`config.mk`:
```
export PLATFORM = sky130hd
export DESIGN_NAME = math_addsub_brent_kung_pipe_016
export DESIGN_NICKNAME = d
export VERILOG_FILES = /design/src/rtl/math_adder_pkg.sv /design/src/rtl/math_addsub_pipe_stage.sv /design/src/rtl/math_addsub_brent_kung_pipe_016.sv
export SDC_FILE = /design/constraint.sdc
export NUM_CORES = 1
export LEC_CHECK = 0
export ABC_CLOCK_PERIOD_IN_PS = 3770
export CAP_MARGIN = 5
export CORE_MARGIN = 2
export CORE_UTILIZATION = 60
export DETAILED_ROUTE_END_ITERATION = 8
export DONT_BUFFER_PORTS = 1
export GPL_ROUTABILITY_DRIVEN = 0
export GPL_TIMING_DRIVEN = 0
export PLACE_DENSITY = 0.86
export SYNTH_ARGS = -nofsm -noshare
export SYNTH_HDL_FRONTEND = slang
export SYNTH_SLANG_ARGS = --single-unit
```
`constraint.sdc`:
```
create_clock -name i_clk -period 3.77 [get_ports i_clk]
set_input_delay 0.377 -clock i_clk [delete_from_list [all_inputs] [get_ports i_clk]]
set_output_delay 0.377 -clock i_clk [all_outputs]
set_load 0.03 [all_outputs]
```
`src/rtl/math_adder_pkg.sv`:
```
// Shared types and Brent-Kung prefix cells for the pipelined add/subtract unit.
// Prefix position 0 carries the carry-in; positions 1..16 are operand bits 0..15.
package math_adder_pkg;

    localparam int N16 = 16;

    typedef struct packed {
        logic g;
        logic p;
    } pg_t;

    // S1 payload: bit 0 of p/g is the carry-in, which also encodes the subtract flag.
    typedef struct packed {
        logic           a_msb;
        logic           bm_msb;
        logic [N16:0]   p;
        logic [N16:0]   g;
    } s1_t;

    // S2 payload: up-sweep results (resolved G at 1,3,7,15 plus spans the down-sweep needs).
    typedef struct packed {
        logic           a_msb;
        logic           bm_msb;
        logic           sub;
        logic [N16:1]   p_hi;
        logic [8:0]     g_even;
        logic           g1;
        logic           g3;
        logic           g7;
        logic           g15;
        pg_t            pg54;
        pg_t            pg98;
        pg_t            pg1312;
        pg_t            pg118;
    } s2_t;

    typedef struct packed {
        logic [N16-1:0] sum;
        logic           carry;
        logic           borrow;
        logic           ovf;
        logic           zero;
    } s3_t;

    function automatic pg_t mk_pg(input logic g, input logic p);
        pg_t r;
        r.g = g;
        r.p = p;
        return r;
    endfunction

    function automatic pg_t bk_black(input pg_t pg_hi, input pg_t pg_lo);
        pg_t r;
        r.g = pg_hi.g | (pg_hi.p & pg_lo.g);
        r.p = pg_hi.p & pg_lo.p;
        return r;
    endfunction

    function automatic logic bk_gray(input pg_t pg_hi, input logic g_lo);
        return pg_hi.g | (pg_hi.p & g_lo);
    endfunction

endpackage

```
`src/rtl/math_addsub_pipe_stage.sv`:
```
// Generic valid/ready register slice; one payload register plus a valid flag.
module math_addsub_pipe_stage #(
    parameter int W = 1
) (
    input  logic         clk,
    input  logic         rst_n,
    input  logic         flush,
    input  logic         up_valid,
    output logic         up_ready,
    input  logic [W-1:0] up_data,
    output logic         dn_valid,
    input  logic         dn_ready,
    output logic [W-1:0] dn_data
);

    // Handshake: a transfer happens on a clock edge where valid and ready are both
    // high; data is held stable while valid is high and ready is low; ready never
    // waits on valid, and flush drops everything held without capturing the input.
    logic advance;

    assign advance  = !dn_valid || dn_ready;
    assign up_ready = advance;

    always_ff @(posedge clk or negedge rst_n) begin
        if (!rst_n) begin
            dn_valid <= 1'b0;
            dn_data  <= '0;
        end else if (flush) begin
            dn_valid <= 1'b0;
        end else if (advance) begin
            dn_valid <= up_valid;
            if (up_valid) begin
                dn_data <= up_data;
            end
        end
    end

endmodule

```
`src/rtl/math_addsub_brent_kung_pipe_016.sv`:
```
// Three-stage 16-bit add/subtract: operand prep, Brent-Kung up-sweep, down-sweep + flags.
module math_addsub_brent_kung_pipe_016
    import math_adder_pkg::*;
#(
    parameter int N = N16
) (
    input  logic         i_clk,
    input  logic         i_rst_n,
    input  logic         i_flush,
    input  logic         i_valid,
    output logic         o_ready,
    input  logic [N-1:0] i_a,
    input  logic [N-1:0] i_b,
    input  logic         i_sub,
    output logic         o_valid,
    input  logic         i_ready,
    output logic [N-1:0] o_sum,
    output logic         o_carry,
    output logic         o_borrow,
    output logic         o_ovf,
    output logic         o_zero
);

    if (N != N16) begin : g_bad_width
        $error("math_addsub_brent_kung_pipe_016: prefix tree is fixed at 16 bits");
    end

    logic [N-1:0] bm;
    s1_t s1_d, s1_q;
    s2_t s2_d, s2_q;
    s3_t s3_d, s3_q;
    logic r1, r2, r3, v1, v2;

    // Stage 1: invert B for subtract and inject carry-in at prefix position 0.
    assign bm = i_b ^ {N{i_sub}};

    always_comb begin
        s1_d.a_msb  = i_a[N-1];
        s1_d.bm_msb = bm[N-1];
        s1_d.p      = {i_a ^ bm, i_sub};
        s1_d.g      = {i_a & bm, i_sub};
    end

    // Stage 2: up-sweep over spans of 2, 4, 8 and 16.
    pg_t b32, b54, b76, b98, b1110, b1312, b1514;
    pg_t b74, b118, b1512, b158;
    logic gg1, gg3, gg7, gg15;

    always_comb begin
        gg1   = bk_gray(mk_pg(s1_q.g[1], s1_q.p[1]), s1_q.g[0]);
        b32   = bk_black(mk_pg(s1_q.g[3],  s1_q.p[3]),  mk_pg(s1_q.g[2],  s1_q.p[2]));
        b54   = bk_black(mk_pg(s1_q.g[5],  s1_q.p[5]),  mk_pg(s1_q.g[4],  s1_q.p[4]));
        b76   = bk_black(mk_pg(s1_q.g[7],  s1_q.p[7]),  mk_pg(s1_q.g[6],  s1_q.p[6]));
        b98   = bk_black(mk_pg(s1_q.g[9],  s1_q.p[9]),  mk_pg(s1_q.g[8],  s1_q.p[8]));
        b1110 = bk_black(mk_pg(s1_q.g[11], s1_q.p[11]), mk_pg(s1_q.g[10], s1_q.p[10]));
        b1312 = bk_black(mk_pg(s1_q.g[13], s1_q.p[13]), mk_pg(s1_q.g[12], s1_q.p[12]));
        b1514 = bk_black(mk_pg(s1_q.g[15], s1_q.p[15]), mk_pg(s1_q.g[14], s1_q.p[14]));
        gg3   = bk_gray(b32, gg1);
        b74   = bk_black(b76, b54);
        b118  = bk_black(b1110, b98);
        b1512 = bk_black(b1514, b1312);
        gg7   = bk_gray(b74, gg3);
        b158  = bk_black(b1512, b118);
        gg15  = bk_gray(b158, gg7);

        s2_d.a_msb  = s1_q.a_msb;
        s2_d.bm_msb = s1_q.bm_msb;
        s2_d.sub    = s1_q.p[0];
        s2_d.p_hi   = s1_q.p[N16:1];
        for (int i = 0; i <= 8; i++) begin
            s2_d.g_even[i] = s1_q.g[2*i];
        end
        s2_d.g1     = gg1;
        s2_d.g3     = gg3;
        s2_d.g7     = gg7;
        s2_d.g15    = gg15;
        s2_d.pg54   = b54;
        s2_d.pg98   = b98;
        s2_d.pg1312 = b1312;
        s2_d.pg118  = b118;
    end

    // Stage 3: down-sweep; c[i] is the group generate from position i down to 0.
    logic [N16:0]   c;
    logic [N16-1:0] sum;

    always_comb begin
        c      = '0;
        c[0]   = s2_q.g_even[0];
        c[1]   = s2_q.g1;
        c[3]   = s2_q.g3;
        c[7]   = s2_q.g7;
        c[15]  = s2_q.g15;
        c[11]  = bk_gray(s2_q.pg118, c[7]);
        c[5]   = bk_gray(s2_q.pg54, c[3]);
        c[9]   = bk_gray(s2_q.pg98, c[7]);
        c[13]  = bk_gray(s2_q.pg1312, c[11]);
        for (int i = 2; i <= N16; i += 2) begin
            c[i] = bk_gray(mk_pg(s2_q.g_even[i/2], s2_q.p_hi[i]), c[i-1]);
        end
        sum = s2_q.p_hi ^ c[N16-1:0];

        s3_d.sum    = sum;
        s3_d.carry  = c[N16];
        s3_d.borrow = s2_q.sub & ~c[N16];
        // Same-sign operands whose result sign differs: equals carry-in ^ carry-out of the MSB.
        s3_d.ovf    = (s2_q.a_msb ~^ s2_q.bm_msb) & (sum[N16-1] ^ s2_q.a_msb);
        s3_d.zero   = ~|sum;
    end

    math_addsub_pipe_stage #(.W($bits(s1_t))) u_stage1 (
        .clk      (i_clk),
        .rst_n    (i_rst_n),
        .flush    (i_flush),
        .up_valid (i_valid),
        .up_ready (r1),
        .up_data  (s1_d),
        .dn_valid (v1),
        .dn_ready (r2),
        .dn_data  (s1_q)
    );

    math_addsub_pipe_stage #(.W($bits(s2_t))) u_stage2 (
        .clk      (i_clk),
        .rst_n    (i_rst_n),
        .flush    (i_flush),
        .up_valid (v1),
        .up_ready (r2),
        .up_data  (s2_d),
        .dn_valid (v2),
        .dn_ready (r3),
        .dn_data  (s2_q)
    );

    math_addsub_pipe_stage #(.W($bits(s3_t))) u_stage3 (
        .clk      (i_clk),
        .rst_n    (i_rst_n),
        .flush    (i_flush),
        .up_valid (v2),
        .up_ready (r3),
        .up_data  (s3_d),
        .dn_valid (o_valid),
        .dn_ready (i_ready),
        .dn_data  (s3_q)
    );

    // Held low while reset is asserted so every output reads 0 in reset.
    assign o_ready  = i_rst_n & r1;
    assign o_sum    = s3_q.sum;
    assign o_carry  = s3_q.carry;
    assign o_borrow = s3_q.borrow;
    assign o_ovf    = s3_q.ovf;
    assign o_zero   = s3_q.zero;

endmodule

```
Word-level counts from Yosys, hierarchy flattened
Index checks and enable logic that the tools add are counted.
W data, S select, Z words.
Cells by class
  add/subtract/negate cells: 0
  multiply operators: 0
  divide/modulo/power cells: 0
  $lt $le $gt $ge: 0
  eq/ne operators: 0
  shift operators: 0
  multiplexer cells: 6
  bitwise operators: 76
  reductions and logical operators: 14
Operator list (number)
  $xor A16 B16 Y16: 3
  $and A1 B1 Y1: 41
  $or A1 B1 Y1: 27
  $and A16 B16 Y16: 1
  $reduce_or A16 Y1: 1
  $reduce_and A3 Y1: 3
  $mux W1: 6
  $reduce_bool A2 Y1: 3
  $logic_not A1 Y1: 4
  $logic_or A1 B1 Y1: 3
  $not A1 Y1: 2
  $xnor A1 B1 Y1: 1
  $xor A1 B1 Y1: 1
Word-level totals
  bits in registers: 99
  bits in latches: 0
  memory bits (writable): 0
  bits in read-only memories: 0
  input port bits: 38
  memories: 0

Logic depth before layout (Yosys ltp)
  depth after elaboration: 9
  depth in mapped cells: 7
  mapped depth without buffers: 7

Hierarchy
Synthesis repeated with hierarchy kept, for this count alone.
Unflattened totals
  cells, all modules: 314
  area total of the unflattened synthesis: 4738.3 µm²
By module, submodules not included
  math_addsub_pipe_stage at u_stage2: times used 1, cells an instance 90, area each 1565.3 µm²
  math_addsub_pipe_stage at u_stage1: times used 1, cells an instance 82, area each 1552.7 µm²
  math_addsub_pipe_stage at u_stage3: times used 1, cells an instance 48, area each 817.0 µm²
  math_addsub_brent_kung_pipe_016: times used 1, cells an instance 94, area each 803.3 µm²

Worst setup path before layout
Ideal clock, no wire load.
  path type: in2reg
  start point: input i_sub
  end point: register u_stage1.dn_data[28]
  data arrival time: 1628 ps
  slack: 2017 ps
  stages: 5
  cell sequence: clkbuf_1 -> buf_2 -> xor2_1 -> ha_1 -> mux2_2
RTL lines
  start: declaration: line math_addsub_brent_kung_pipe_016.sv:14  | input logic i_sub,
  end signal: assignment: line math_addsub_pipe_stage.sv:33  | dn_data <= up_data;
  end: declaration: line math_addsub_pipe_stage.sv:13  | output logic [W-1:0] dn_data

Final worst setup path
  start point: register u_stage3.dn_valid
  end point: output o_ready
On the way
  word-level cells in the longest chain between the ends: 5
Ends and longest elaborated chain
  start: declaration: line math_addsub_pipe_stage.sv:11  | output logic dn_valid,
  start signal: assignment: line math_addsub_pipe_stage.sv:31  | dn_valid <= up_valid;
  $logic_not A1 Y1: line math_addsub_pipe_stage.sv:21  | assign advance = !dn_valid || dn_ready;
  $logic_or A1 B1 Y1 (3 in series): line math_addsub_pipe_stage.sv:21
  $and A1 B1 Y1: line math_addsub_brent_kung_pipe_016.sv:148  | assign o_ready = i_rst_n & r1;
  end: declaration: line math_addsub_brent_kung_pipe_016.sv:11  | output logic o_ready,
Every way passes these cells.

==> metrics <==
Initial Util=61.69%; initial drt markers=around 210; synthesized area=between 4000 and 5000 um2; Reg-to-Reg Start=u_stage3.dn_valid$_DFFE_PN0P_; postcts setup bufs=0; Total Power=~2.9 mW; Total GRT Usage=between 20% and 30%; Startpoint Class=flip-flop; DR vias/cell=roughly 5.5; mux cell area share after synthesis=under 10%; run status=completed; Cell Count, Final, Fillers Out=530; CTS tree=yes; crit-path max FO=5; final hold viol count=0; crit path kind=reg -> out; synthesized flop and latch total=97; slowest stage delay, CP=0.51 ns; Tcrit/Tclk final=54.69%; Synth Area in Simple Gates=15.69%; Hold Path Stages=2; WP depth=4; Max Clock Freq=approximately 490 MHz; number of CTS-inserted buffers=9; main combinational cell family by area after synthesis=simple AND/OR/NAND/NOR gates; antenna cells=0; capturing point of the worst reg2reg path=u_stage2.dn_data[8]$_DFFE_PN0P_; Worst Hold Path EP=u_stage1.dn_valid$_DFFE_PN0P_; Post-Route WL=8683 um; vias=between 2,000 and 3,000; routed length per instance=16.38 um; PD cells=601.6 nW/um2; EDFF count, synth=0; layout cells sized above 1=approximately 17%; Top Family by Delay on Critical Path=simple AND/OR/NAND/NOR gates; Post-synth ARST share=between 90% and 100%; Post-Synth XOR/XNOR Area=under 10%; Leak Pwr=around 2.4 nW; fillers=about 570; H-tree levels=3; main flop type after synthesis=dfrtp_1; DRT antenna net count=0; CTS Root Buffer Type=clkbuf_8; initial antenna violation count=0; sequential element share of the synthesized area=between 50% and 60%; GRT overflow=0; CP Capture Type=primary output; DRT Pass-1 Iters=4; Worst-Skew Late Latency=approximately 0.36 ns; cells on worst reg2reg path=6; dpl cells=roughly 510; fin nets=488; CP Cell Sequence=and3b_1, clkbuf_2, nand2_1, and2_1; post-synthesis adder-cell area fraction=6.747%; Hold Crit Class=in -> reg; die area=between 8000 and 9000 um2; PortBufs=0; Max clock buf depth=2; Yosys Warn Count=0; Worst EP arrival=roughly 1.7 ns; post-synthesis compound-gate area fraction=under 10%; unrepaired setup endpoints after global routing=false; TNS Setup=0 ns; relative slew slack=about 66%; drt drc=0; HPWL after detailed placement=approximately 6300 um; Crit-path slowest cell=dfrtp_1; VDD IR-drop max=~0.32 mV; Req. time, crit path=3.39 ns; hold path start=i_valid; hold slack=between 0.15 and 0.2 ns; commonest non-fill, non-tap cell in the layout=nand2_1; Final Max Slew Viols=0; area delta synth->final=7.619%; crit path time final=~2.1 ns; most frequent cells in the layout=nand2_1 (139), dfrtp_1 (97), mux2_2 (36); Die Y=around 90 um; Mapped Cells=about 410; synthesized area per cell=between 10 and 15 um2; Clock Pin Slew Worst Setup and Hold Paths=roughly 0.09 ns; Core Region=7214 um2; I/O Pins=60; Worst-Margin Slew=0.5071 ns; Final setup viols=0; syn_nets=roughly 480; Buf/Inv on CP=1; DIE WIDTH=roughly 90 um; MaxCap Viol Count=0; FP Rows=31; Cell variety after synth=32; R2R setup slack=1.75 ns; largest net degree at the start of global routing=slightly below 100; vias in the first global route=2,998; clk sink count=97; Layout Skew=roughly 0.0069 ns; first-pass GRT wire length=between 10,000 and 15,000 um
==> per-layer routing <==
layer  part of all wire (%)  track usage (%)  wire (um)  vias up
met5                      0                0          0        -
met4                    1.6            8.718        135        0
met3                    5.0            4.694        438       10
met2                     46            34.65       4015       80
met1                     47            33.14       4093     1451
li1                       -                -          -     1398
==> stage by stage <==
stage	setup slack, ns	cell area (um2)	util, %
floorplan	2.017	4451	-
CTS	1.676	4790	66.39
global route	1.607	4790	66.39
detailed placement	1.731	4574	63.41
global placement	1.770	4574	63.41
finish	1.708	4790	66.39
==> cell type report <==
cell class | count | area [um2] | area share, %
buffer | 19 | 143.9 | 3.004
clock buffer | 9 | 123.9 | 2.586
sequential | 97 | 2427 | 50.68
clock inverter | 7 | 53.80 | 1.123
tap | 99 | 123.9 | 2.586
timing repair buffer | 2 | 37.54 | 0.7837
multi-input combinational | 297 | 1879 | 39.24
==> repair_timing <==
item,CTS,global route
hold buffers,2,0
hold endpoints to repair,97,0
setup endpoints to repair,0,0
gates resized for setup,0,0
==> power by group <==
group | internal, mW | leakage, nW | switching (mW) | total (mW)
Clock | 0.246 | 0.0827 | 0.376 | 0.622
Combinational | 0.264 | 1.09 | 0.316 | 0.580
Sequential | 1.30 | 1.22 | 0.379 | 1.68
==> logic make-up (layout without fill, tap and decap cells) <==
family | after synthesis | after routing
buffers and inverters | 19 | 37
and+or+nand+nor | 170 | 170
AOI/OAI and AO/OA | 41 | 41
adders and majority gates | 24 | 24
muxes | 38 | 38
DFF | 97 | 97
xor gates and xnor gates | 24 | 24
==> synthesized netlist by cell type, types with 2 or more instances <==
master    number  share of area, %
nand2_1      139                12
dfrtp_1       97                55
mux2_2        36               9.1
ha_1          24               6.7
xor2_1        23               4.5
nor2_1        18               1.5
a21oi_1       11               1.2
o21ai_0       11               1.2
buf_6          8               2.0
buf_2          6              0.67
o21ai_1        6              0.67
a21o_1         4              0.67
o21ai_2        4              0.79
clkbuf_1       3              0.25
o211ai_1       3              0.51
nand3_1        2              0.22
nor4_1         2              0.28
or3b_1         2              0.39
==> flip-flops by register name (all words and copies together), names as in the netlist <==
name,cells
u_stage1.dn_data,35
u_stage1.dn_valid,1
u_stage2.dn_data,39
u_stage2.dn_valid,1
u_stage3.dn_data,20
u_stage3.dn_valid,1
==> worst max path at each step <==
stage / slack, ns / startpoint / to
after floorplan: 2.02 / i_sub / u_stage1.dn_data[28]$_DFFE_PN0P_
after global placement: 1.77 / u_stage3.dn_valid$_DFFE_PN0P_ / u_stage2.dn_data[8]$_DFFE_PN0P_
after detailed placement: 1.73 / i_sub / u_stage1.dn_data[30]$_DFFE_PN0P_
after CTS: 1.68 / u_stage3.dn_valid$_DFFE_PN0P_ / o_ready
after global routing: 1.61 / u_stage3.dn_valid$_DFFE_PN0P_ / o_ready
final: 1.71 / u_stage3.dn_valid$_DFFE_PN0P_ / o_ready
Power figures use the tool's default switching activity.
